## src/rtl/alu_serial_seq_if.sv

```systemverilog
// Request/response bundle between a requester and the bit-serial ALU sequencer.
// Master drives the operands and the start strobe. Slave returns busy, done, result and cout.
// N sets the operand and result width and must match the sequencer's N.
interface alu_serial_seq_if #(
    parameter int N = 64
);
    logic         start;
    logic [N-1:0] a;
    logic [N-1:0] b;
    logic         cin;
    logic [1:0]   op;
    logic         busy;
    logic         done;
    logic [N-1:0] result;
    logic         cout;

    modport master (
        output start, a, b, cin, op,
        input  busy, done, result, cout
    );

    modport slave (
        input  start, a, b, cin, op,
        output busy, done, result, cout
    );
endinterface

```

## src/rtl/alu_serial_seq.sv

```systemverilog
// Bit-serial ALU: a single 1-bit cell is reused N times, LSB first, with the carry registered between bits.
// Latency: the request is accepted on E0, and done pulses after edge E(N). One operation every N+2 cycles.
// Backpressure: start is ignored while busy=1. Nothing is queued, so the requester holds or re-asserts start.

// One-bit ALU cell. op: 00 NOR, 01 XOR, 10 ADD, 11 SUB (b inverted).
// The cell always produces the full-adder carry so that the sequencer can chain it without decoding op.
module alu1bit #(
    parameter int nand_tpd = 0,
    parameter int or_tpd   = 0,
    parameter int xnor_tpd = 0
) (
    input  logic       a,
    input  logic       b,
    input  logic       cin,
    input  logic [1:0] op,
    output logic       s,
    output logic       cout
);
    // This is a zero-delay model. The gate delays only bound the usable clock period.
    localparam bit TPD_VALID = (nand_tpd >= 0) && (or_tpd >= 0) && (xnor_tpd >= 0);
    if (!TPD_VALID) begin : g_tpd_invalid
    end

    logic bb;

    // Decode the result bit, and produce the adder carry for all ops.
    always_comb begin
        bb   = b ^ (op == 2'b11);
        s    = 1'b0;
        case (op)
            2'b00:   s = ~(a | b);
            2'b01:   s = a ^ b;
            default: s = a ^ bb ^ cin;
        endcase
        cout = (a & bb) | (a & cin) | (bb & cin);
    end
endmodule

module alu_serial_seq #(
    parameter int N        = 64,
    parameter int nand_tpd = 0,
    parameter int or_tpd   = 0,
    parameter int xnor_tpd = 0
) (
    input  logic            clk,
    input  logic            rst,
    alu_serial_seq_if.slave bus
);
    localparam int CW = (N > 1) ? $clog2(N) : 1;
    localparam logic [CW-1:0] LAST = CW'(N - 1);

    typedef enum logic [1:0] {
        IDLE = 2'd0,
        RUN  = 2'd1,
        DONE = 2'd2
    } state_t;

    state_t        state_q,  state_d;
    logic [CW-1:0] cnt_q,    cnt_d;
    logic          carry_q,  carry_d;
    logic [N-1:0]  a_sh_q,   a_sh_d;
    logic [N-1:0]  b_sh_q,   b_sh_d;
    logic [N-1:0]  acc_q,    acc_d;
    logic [1:0]    op_q,     op_d;
    logic [N-1:0]  result_q, result_d;
    logic          cout_q,   cout_d;

    logic cell_s;
    logic cell_cout;

    alu1bit #(
        .nand_tpd (nand_tpd),
        .or_tpd   (or_tpd),
        .xnor_tpd (xnor_tpd)
    ) u_cell (
        .a    (a_sh_q[0]),
        .b    (b_sh_q[0]),
        .cin  (carry_q),
        .op   (op_q),
        .s    (cell_s),
        .cout (cell_cout)
    );

    // Next-state logic. One bit is consumed per RUN cycle. result and cout load only on the final bit.
    always_comb begin
        state_d  = state_q;
        cnt_d    = cnt_q;
        carry_d  = carry_q;
        a_sh_d   = a_sh_q;
        b_sh_d   = b_sh_q;
        acc_d    = acc_q;
        op_d     = op_q;
        result_d = result_q;
        cout_d   = cout_q;
        case (state_q)
            IDLE: begin
                if (bus.start) begin
                    a_sh_d  = bus.a;
                    b_sh_d  = bus.b;
                    op_d    = bus.op;
                    carry_d = bus.cin;
                    cnt_d   = '0;
                    acc_d   = '0;
                    state_d = RUN;
                end
            end
            RUN: begin
                carry_d = cell_cout;
                acc_d   = {cell_s, acc_q[N-1:1]};
                a_sh_d  = a_sh_q >> 1;
                b_sh_d  = b_sh_q >> 1;
                cnt_d   = cnt_q + 1'b1;
                if (cnt_q == LAST) begin
                    result_d = {cell_s, acc_q[N-1:1]};
                    cout_d   = cell_cout;
                    state_d  = DONE;
                end
            end
            DONE: begin
                state_d = IDLE;
            end
            default: begin
                state_d = IDLE;
            end
        endcase
    end

    // State register. Reset aborts any operation in flight.
    always_ff @(posedge clk or posedge rst) begin
        if (rst) begin
            state_q  <= IDLE;
            cnt_q    <= '0;
            carry_q  <= 1'b0;
            a_sh_q   <= '0;
            b_sh_q   <= '0;
            acc_q    <= '0;
            op_q     <= 2'b00;
            result_q <= '0;
            cout_q   <= 1'b0;
        end else begin
            state_q  <= state_d;
            cnt_q    <= cnt_d;
            carry_q  <= carry_d;
            a_sh_q   <= a_sh_d;
            b_sh_q   <= b_sh_d;
            acc_q    <= acc_d;
            op_q     <= op_d;
            result_q <= result_d;
            cout_q   <= cout_d;
        end
    end

    assign bus.busy   = (state_q != IDLE);
    assign bus.done   = (state_q == DONE);
    assign bus.result = result_q;
    assign bus.cout   = cout_q;
endmodule
```

## src/flat_wrapper.sv

```systemverilog
// flat-port wrapper written by rule: the top's interface ports become plain ports
module alu_serial_seq_flat 
#(
    parameter int N        = 64,
    parameter int nand_tpd = 0,
    parameter int or_tpd   = 0,
    parameter int xnor_tpd = 0
)
  (clk, rst, bus_start, bus_a, bus_b, bus_cin, bus_op, bus_busy, bus_done, bus_result, bus_cout);
  alu_serial_seq_if #(.N(N)) bus_i ();
  input  logic clk;
  input  logic rst;
  input wire logic [$bits(bus_i.start)-1:0] bus_start;
  input wire logic [$bits(bus_i.a)-1:0] bus_a;
  input wire logic [$bits(bus_i.b)-1:0] bus_b;
  input wire logic [$bits(bus_i.cin)-1:0] bus_cin;
  input wire logic [$bits(bus_i.op)-1:0] bus_op;
  output wire logic [$bits(bus_i.busy)-1:0] bus_busy;
  output wire logic [$bits(bus_i.done)-1:0] bus_done;
  output wire logic [$bits(bus_i.result)-1:0] bus_result;
  output wire logic [$bits(bus_i.cout)-1:0] bus_cout;
  assign bus_i.start = bus_start;
  assign bus_i.a = bus_a;
  assign bus_i.b = bus_b;
  assign bus_i.cin = bus_cin;
  assign bus_i.op = bus_op;
  assign bus_busy = bus_i.busy;
  assign bus_done = bus_i.done;
  assign bus_result = bus_i.result;
  assign bus_cout = bus_i.cout;
  alu_serial_seq #(.N(N), .nand_tpd(nand_tpd), .or_tpd(or_tpd), .xnor_tpd(xnor_tpd)) u_core (.clk(clk), .rst(rst), .bus(bus_i));
endmodule
```

## config.mk

```make
export PLATFORM = sky130hd
export DESIGN_NAME = alu_serial_seq_flat
export DESIGN_NICKNAME = d
export VERILOG_FILES = /design/src/rtl/alu_serial_seq_if.sv /design/src/rtl/alu_serial_seq.sv /design/src/flat_wrapper.sv
export SDC_FILE = /design/constraint.sdc
export NUM_CORES = 1
export LEC_CHECK = 0
export ABC_AREA = 1
export BUFFER_PORTS_ARGS = -buffer_cell sky130_fd_sc_hd__buf_2
export CAP_MARGIN = 0
export CORE_MARGIN = 4
export CORE_UTILIZATION = 35
export DETAILED_ROUTE_END_ITERATION = 10
export PLACE_DENSITY_LB_ADDON = 0.15
export REMOVE_ABC_BUFFERS = 1
export SYNTH_ARGS = -nofsm -noshare
export SYNTH_HDL_FRONTEND = slang
export SYNTH_SLANG_ARGS = --single-unit
```

## constraint.sdc

```tcl
create_clock -name clk -period 30.7 [get_ports clk]
set_input_delay 9.21 -clock clk [delete_from_list [all_inputs] [get_ports clk]]
set_output_delay 9.21 -clock clk [all_outputs]
set_load 0.03 [all_outputs]
```

# Word level (Yosys, flattened, before mapping)
# Index checks and enable logic that the tools add are counted.
[op_classes]
n_eq_ne = 7
reduce_logical = 8
n_mux = 14
addsub = 1
bitwise_logic = 11
[op_table]
columns = ["operator", "count"]
rows = [
  ["$pmux W64 S2", 3],
  ["$mux W64", 3],
  ["$pmux W6 S2", 1],
  ["$reduce_and A2 Y1", 4],
  ["$add A6 B1 Y6 const B", 1],
  ["$eq A6 B6 Y1 const B", 1],
  ["$mux W6", 1],
  ["$eq A2 B1 Y1 const B", 2],
  ["$eq A2 B2 Y1 const B", 2],
  ["$logic_not A2 Y1", 2],
  ["$mux W2", 2],
  ["$pmux W1 S2", 2],
  ["$pmux W2 S2", 1],
  ["$reduce_bool A2 Y1", 2],
  ["$xor A1 B1 Y1", 4],
  ["$and A1 B1 Y1", 3],
  ["$or A1 B1 Y1", 3],
  ["$ne A2 B1 Y1 const B", 1],
  ["$ne A2 B2 Y1 const B", 1],
  ["$mux W1", 1],
  ["$not A1 Y1", 1],
]
[totals]
in_bits = 134
regBits = 268
output_inout_bits = 67
elab_cells = 50

# Logic depth before layout (Yosys ltp)
[logic_depth]
depth_word = 6
mapped_depth = 8
ltp_nobuf = 8

# Modules after synthesis
# Synthesis repeated with hierarchy kept, for this count alone.
[hier_totals]
cells_unflattened = 1414
hier_area_um2 = 11373.4
[modules_own_cells]
columns = ["mod", "n_inst", "area_per_inst_um2", "seq_area_each_um2", "cells_per_inst"]
rows = [
  ["alu_serial_seq", 1, 11284.6, 6681.4, 1399],
  ["alu1bit", 1, 88.8, 0.0, 15],
]

# Least setup slack after synthesis
# Ideal clock, no wire load.
[synth_path]
path_type = "input -> register"
start = "in bus_start"
end = "reg u_core.b_sh_q[24]"
cell_stages = 6
setup_slack_ns = 20.624
path_buffers = 2
setup_time_ns = 0.117
t_arrival_ns = 9.958
required_time_ns = 30.583
path_cell_list = "o21ai_2 -> inv_2 -> buf_2 -> clkbuf_1 -> nand2_1 -> nand2_1"
[synth_via]
elab_chain_len = 2
[synth_lines]
columns = ["element", "line_no", "text"]
rows = [
  ["start, declared", "flat_wrapper.sv:13", "input wire logic [$bits(bus_i.start)-1:0] bus_start;"],
  ["$ne A2 B2 Y1 (no source line)", "-", ""],
  ["$reduce_and A2 Y1 (no source line)", "-", ""],
  ["end signal, assigned", "alu_serial_seq.sv:145", "b_sh_q <= b_sh_d;"],
  ["end, declared", "alu_serial_seq.sv:62", "logic [N-1:0] b_sh_q, b_sh_d;"],
]
# Every way passes these cells.
# A chain may end at the register's enable or synchronous reset.

# Worst setup path in the final report
[layout_path]
start = "in bus_start"
end = "reg u_core.b_sh_q[63]"
# Same word-level chain as after synthesis.

==> results.yml <==
status:
  outcome: "complete, no violations"
placement:
  dp_hpwl_um: 15900
  pre_cts_ws_ns: 19.12
  port_buffers: 200
  place_congestion: 0.716
power_and_ir_drop:
  p_leak_nw: 6.94
  finalPower_w: 0.00134
  swShare: 0.370
  power_density_mw_per_mm2: 101
  combPwrFrac: 0.323
  internal_power_w: 0.000842
  switchingPower_w: 0.000494
  pwr-share-seq: 0.413
  ir_drop_mv: 0.0395
  clkPwrFrac: 0.264
logic_synthesis:
  synth_area_mm2: 0.0109
  synth_cell_types: 21
  synth.yosys.seq_area_share: 0.610
  synth_cells: 1276
  ys_ff_latch: 267
  yosysWarnings: 0
  avgSynthCellArea_um2: 8.58
critical_path:
  worst-path-buf-inv: 4
  end_kind: "flip-flop"
  startpoint_type: "input pin"
  cp_common_cell: "buf_4"
  crit_type: "in2reg"
  worstPathCellList: "buf_2 > o21ai_4 > buf_4 > clkinv_2 > buf_4 > o21ai_0"
  max_stage_delay_ns: 0.65
  crit_arrival_ns: 11.46
  critical-path-slowest-cell: "clkinv_2"
  path_max_fanout: 69
  crit_family: "buffers and inverters"
  crit_required_ns: 31.15
clock_tree:
  cts_tree: "yes"
  numCtsBuffers: 31
  cts_setup_buffers: 0
  cts_root_buf: "clkbuf_16"
  cts.hold.buffers_added: 0
  clk_latency_ns: 0.54
  clock_path_buffers: 3
  clk_pin_slew_ns: 0.06
  htree_levels: 1
  cts_resized: 0
  clock_sinks: 267
global_routing:
  grt_pass1_wl_um: 43300
  grt_overflow_total: 0
  grt_pass1_vias: 8501
  grt_max_degree: 141
  antenna_found_initial: 0
  grt_use_total: 0.150
die:
  rows: 64
  io_pins: 201
  die_w_um: 185
  start_util: 0.356
  dieArea_mm2: 0.0342
  core-area_mm2: 0.0307
  die_y_um: 185
timing:
  fmax_mhz: 90.8
  fin_tns_setup_ns: 0
  maxSlewViolCount: 0
  setup_violations: 0
  tightest_slew_ns: 1.02
  rsz0062_at_grt: "no"
  report.final.hold_viol_count: 0
  clock_skew_ns: 0.0134
  worst_slack_ns: 19.69
  fin_crit_ns: 11.01
  finalCritPeriodShare: 0.359
  worst_slew_margin_rel: 0.317
drt:
  drtIter0Drc: 451
  route.detailed.drc: 0
  first_pass_iters: 5
  via_per_inst: 4.61
  ant_nets: 0
  wl_per_cell_um: 13.9
  wirelength_um: 26000
  vias: 8575
worst_hold_path:
  hold_class: "reg2reg"
final_layout:
  final_nets: 1580
  regArea_mm2: 0.00668
  area_growth_pct: 20.5
  fill_cells: 3165
  antennaDiodeCount: 0
  drive_gt1_frac: 0.185
  multi_input_area_mm2: 0.00365
flow_run:
  cap_violations: 0
[placed cells by master, fill, tap and decap left out, drive strengths merged]
| cell | synthesis | layout |
|---|---|---|
| nand3 | 89 | 89 |
| dfrtp | 267 | 267 |
| clkinvlp | 0 | 1 |
| bufinv | 0 | 1 |
| fa | 1 | 1 |
| o21bai | 1 | 1 |
| clkinv | 0 | 12 |
| ha | 2 | 2 |
| nor2 | 6 | 6 |
| clkbuf | 21 | 41 |
| buf | 54 | 209 |
| nand4 | 1 | 1 |
| nand2 | 619 | 619 |
| o21ai | 72 | 72 |
| a31oi | 1 | 1 |
| inv | 79 | 79 |
| o22ai | 62 | 62 |
| xor2 | 1 | 1 |
[power by group through the flow]
| stage | Combinational (W) | Clock (W) | Sequential (W) |
|---|---|---|---|
| after detailed placement | 0.000442 | 0 | 0.000556 |
| after CTS | 0.000443 | 0.000363 | 0.000553 |
| after floorplan | 0.000278 | 0 | 0.000595 |
| final | 0.000432 | 0.000352 | 0.000552 |
| after global routing | 0.000499 | 0.000378 | 0.000569 |
| after global placement | 0.000433 | 0 | 0.000555 |
[metal layers]
layer	share of wire	vias up	wire [um]	global-route usage
li1	-	4362	-	-
met1	0.48	4041	12500	0.217
met2	0.47	138	12100	0.240
met3	0.035	34	902	0.0247
met4	0.017	0	439	0.0291
met5	0	-	0	0
[flip-flops by register name (all words and copies together), names as in the netlist]
name / cells
u_core.cnt_q: 6
u_core.carry_q: 1
u_core.bus.cout: 1
u_core.state_q: 2
u_core.acc_q: 63
u_core.a_sh_q: 64
u_core.op_q: 2
u_core.bus.result: 64
u_core.b_sh_q: 64
[logic make-up (layout without fill, tap and decap cells)]
kind of cell | count (synthesis) | after routing | share of synthesized area
AOI/OAI and AO/OA | 136 | 136 | 0.0699
and+or+nand+nor | 715 | 715 | 0.256
buffers and inverters | 154 | 343 | 0.0585
xor gates and xnor gates | 1 | 1 | 0.000800
DFF | 267 | 267 | 0.610
adders and majority gates | 3 | 3 | 0.00411
[cell type report]
type,count,share of cell area
Sequential cell,267,0.506
Clock inverter,14,0.00797
Multi-Input combinational cell,855,0.277
Inverter,79,0.0231
Timing Repair Buffer,209,0.0810
Clock buffer,41,0.0670
Tap cell,396,0.0376
[worst paths after layout]
path	from	endpoint	slack, ns	depth (start not counted)
worst max-delay path	bus_start	u_core.b_sh_q[63]$_DFFE_PP0P_	19.69	6
worst min-delay path	u_core.bus.result[63]$_DFFE_PP0P_	u_core.bus.result[63]$_DFFE_PP0P_	0.48	2
worst max register to register	u_core.state_q[0]$_DFFE_PP0P_	u_core.bus.result[27]$_DFFE_PP0P_	27.90	6
worst min register to register	u_core.bus.result[63]$_DFFE_PP0P_	u_core.bus.result[63]$_DFFE_PP0P_	0.48	2
max in group asynchronous	rst	u_core.bus.result[31]$_DFFE_PP0P_	20.35	3
min in group asynchronous	rst	u_core.b_sh_q[5]$_DFFE_PP0P_	8.86	2
[worst reg2reg max path: cells and delay by family (launching register included)]
family | cells | cell delay [ns]
AO/OA/AOI/OAI | 1 | 0.07
buffers and inverters | 2 | 0.70
flip-flops | 1 | 0.48
AND/OR/NAND/NOR | 3 | 1.42
[cell usage after synthesis, drive strengths merged]
master / count / area (um^2)
buf: 54 / 265
fa: 1 / 20.0
xor2: 1 / 8.76
o21bai: 1 / 7.51
nand4: 1 / 6.26
inv: 79 / 297
dfrtp: 267 / 6680
nand3: 89 / 445
clkbuf: 21 / 78.8
ha: 2 / 25.0
nor2: 6 / 32.5
a31oi: 1 / 6.26
nand2: 619 / 2320
o22ai: 62 / 388
o21ai: 72 / 364
[through the flow]
step / cells / cell area (um^2) / utilization / hold slack [ns]
2_1_floorplan: 1201 / 10600 / - / 0.449
3_3_place_gp: 1806 / 12200 / 0.397 / 0.463
3_5_place_dp: 1806 / 12200 / 0.397 / 0.465
4_1_cts: 1861 / 13200 / 0.429 / 0.480
5_1_grt: 1861 / 13200 / 0.429 / 0.496
6_report: 1861 / 13200 / 0.429 / 0.475
(Power assumes the default switching activity.)
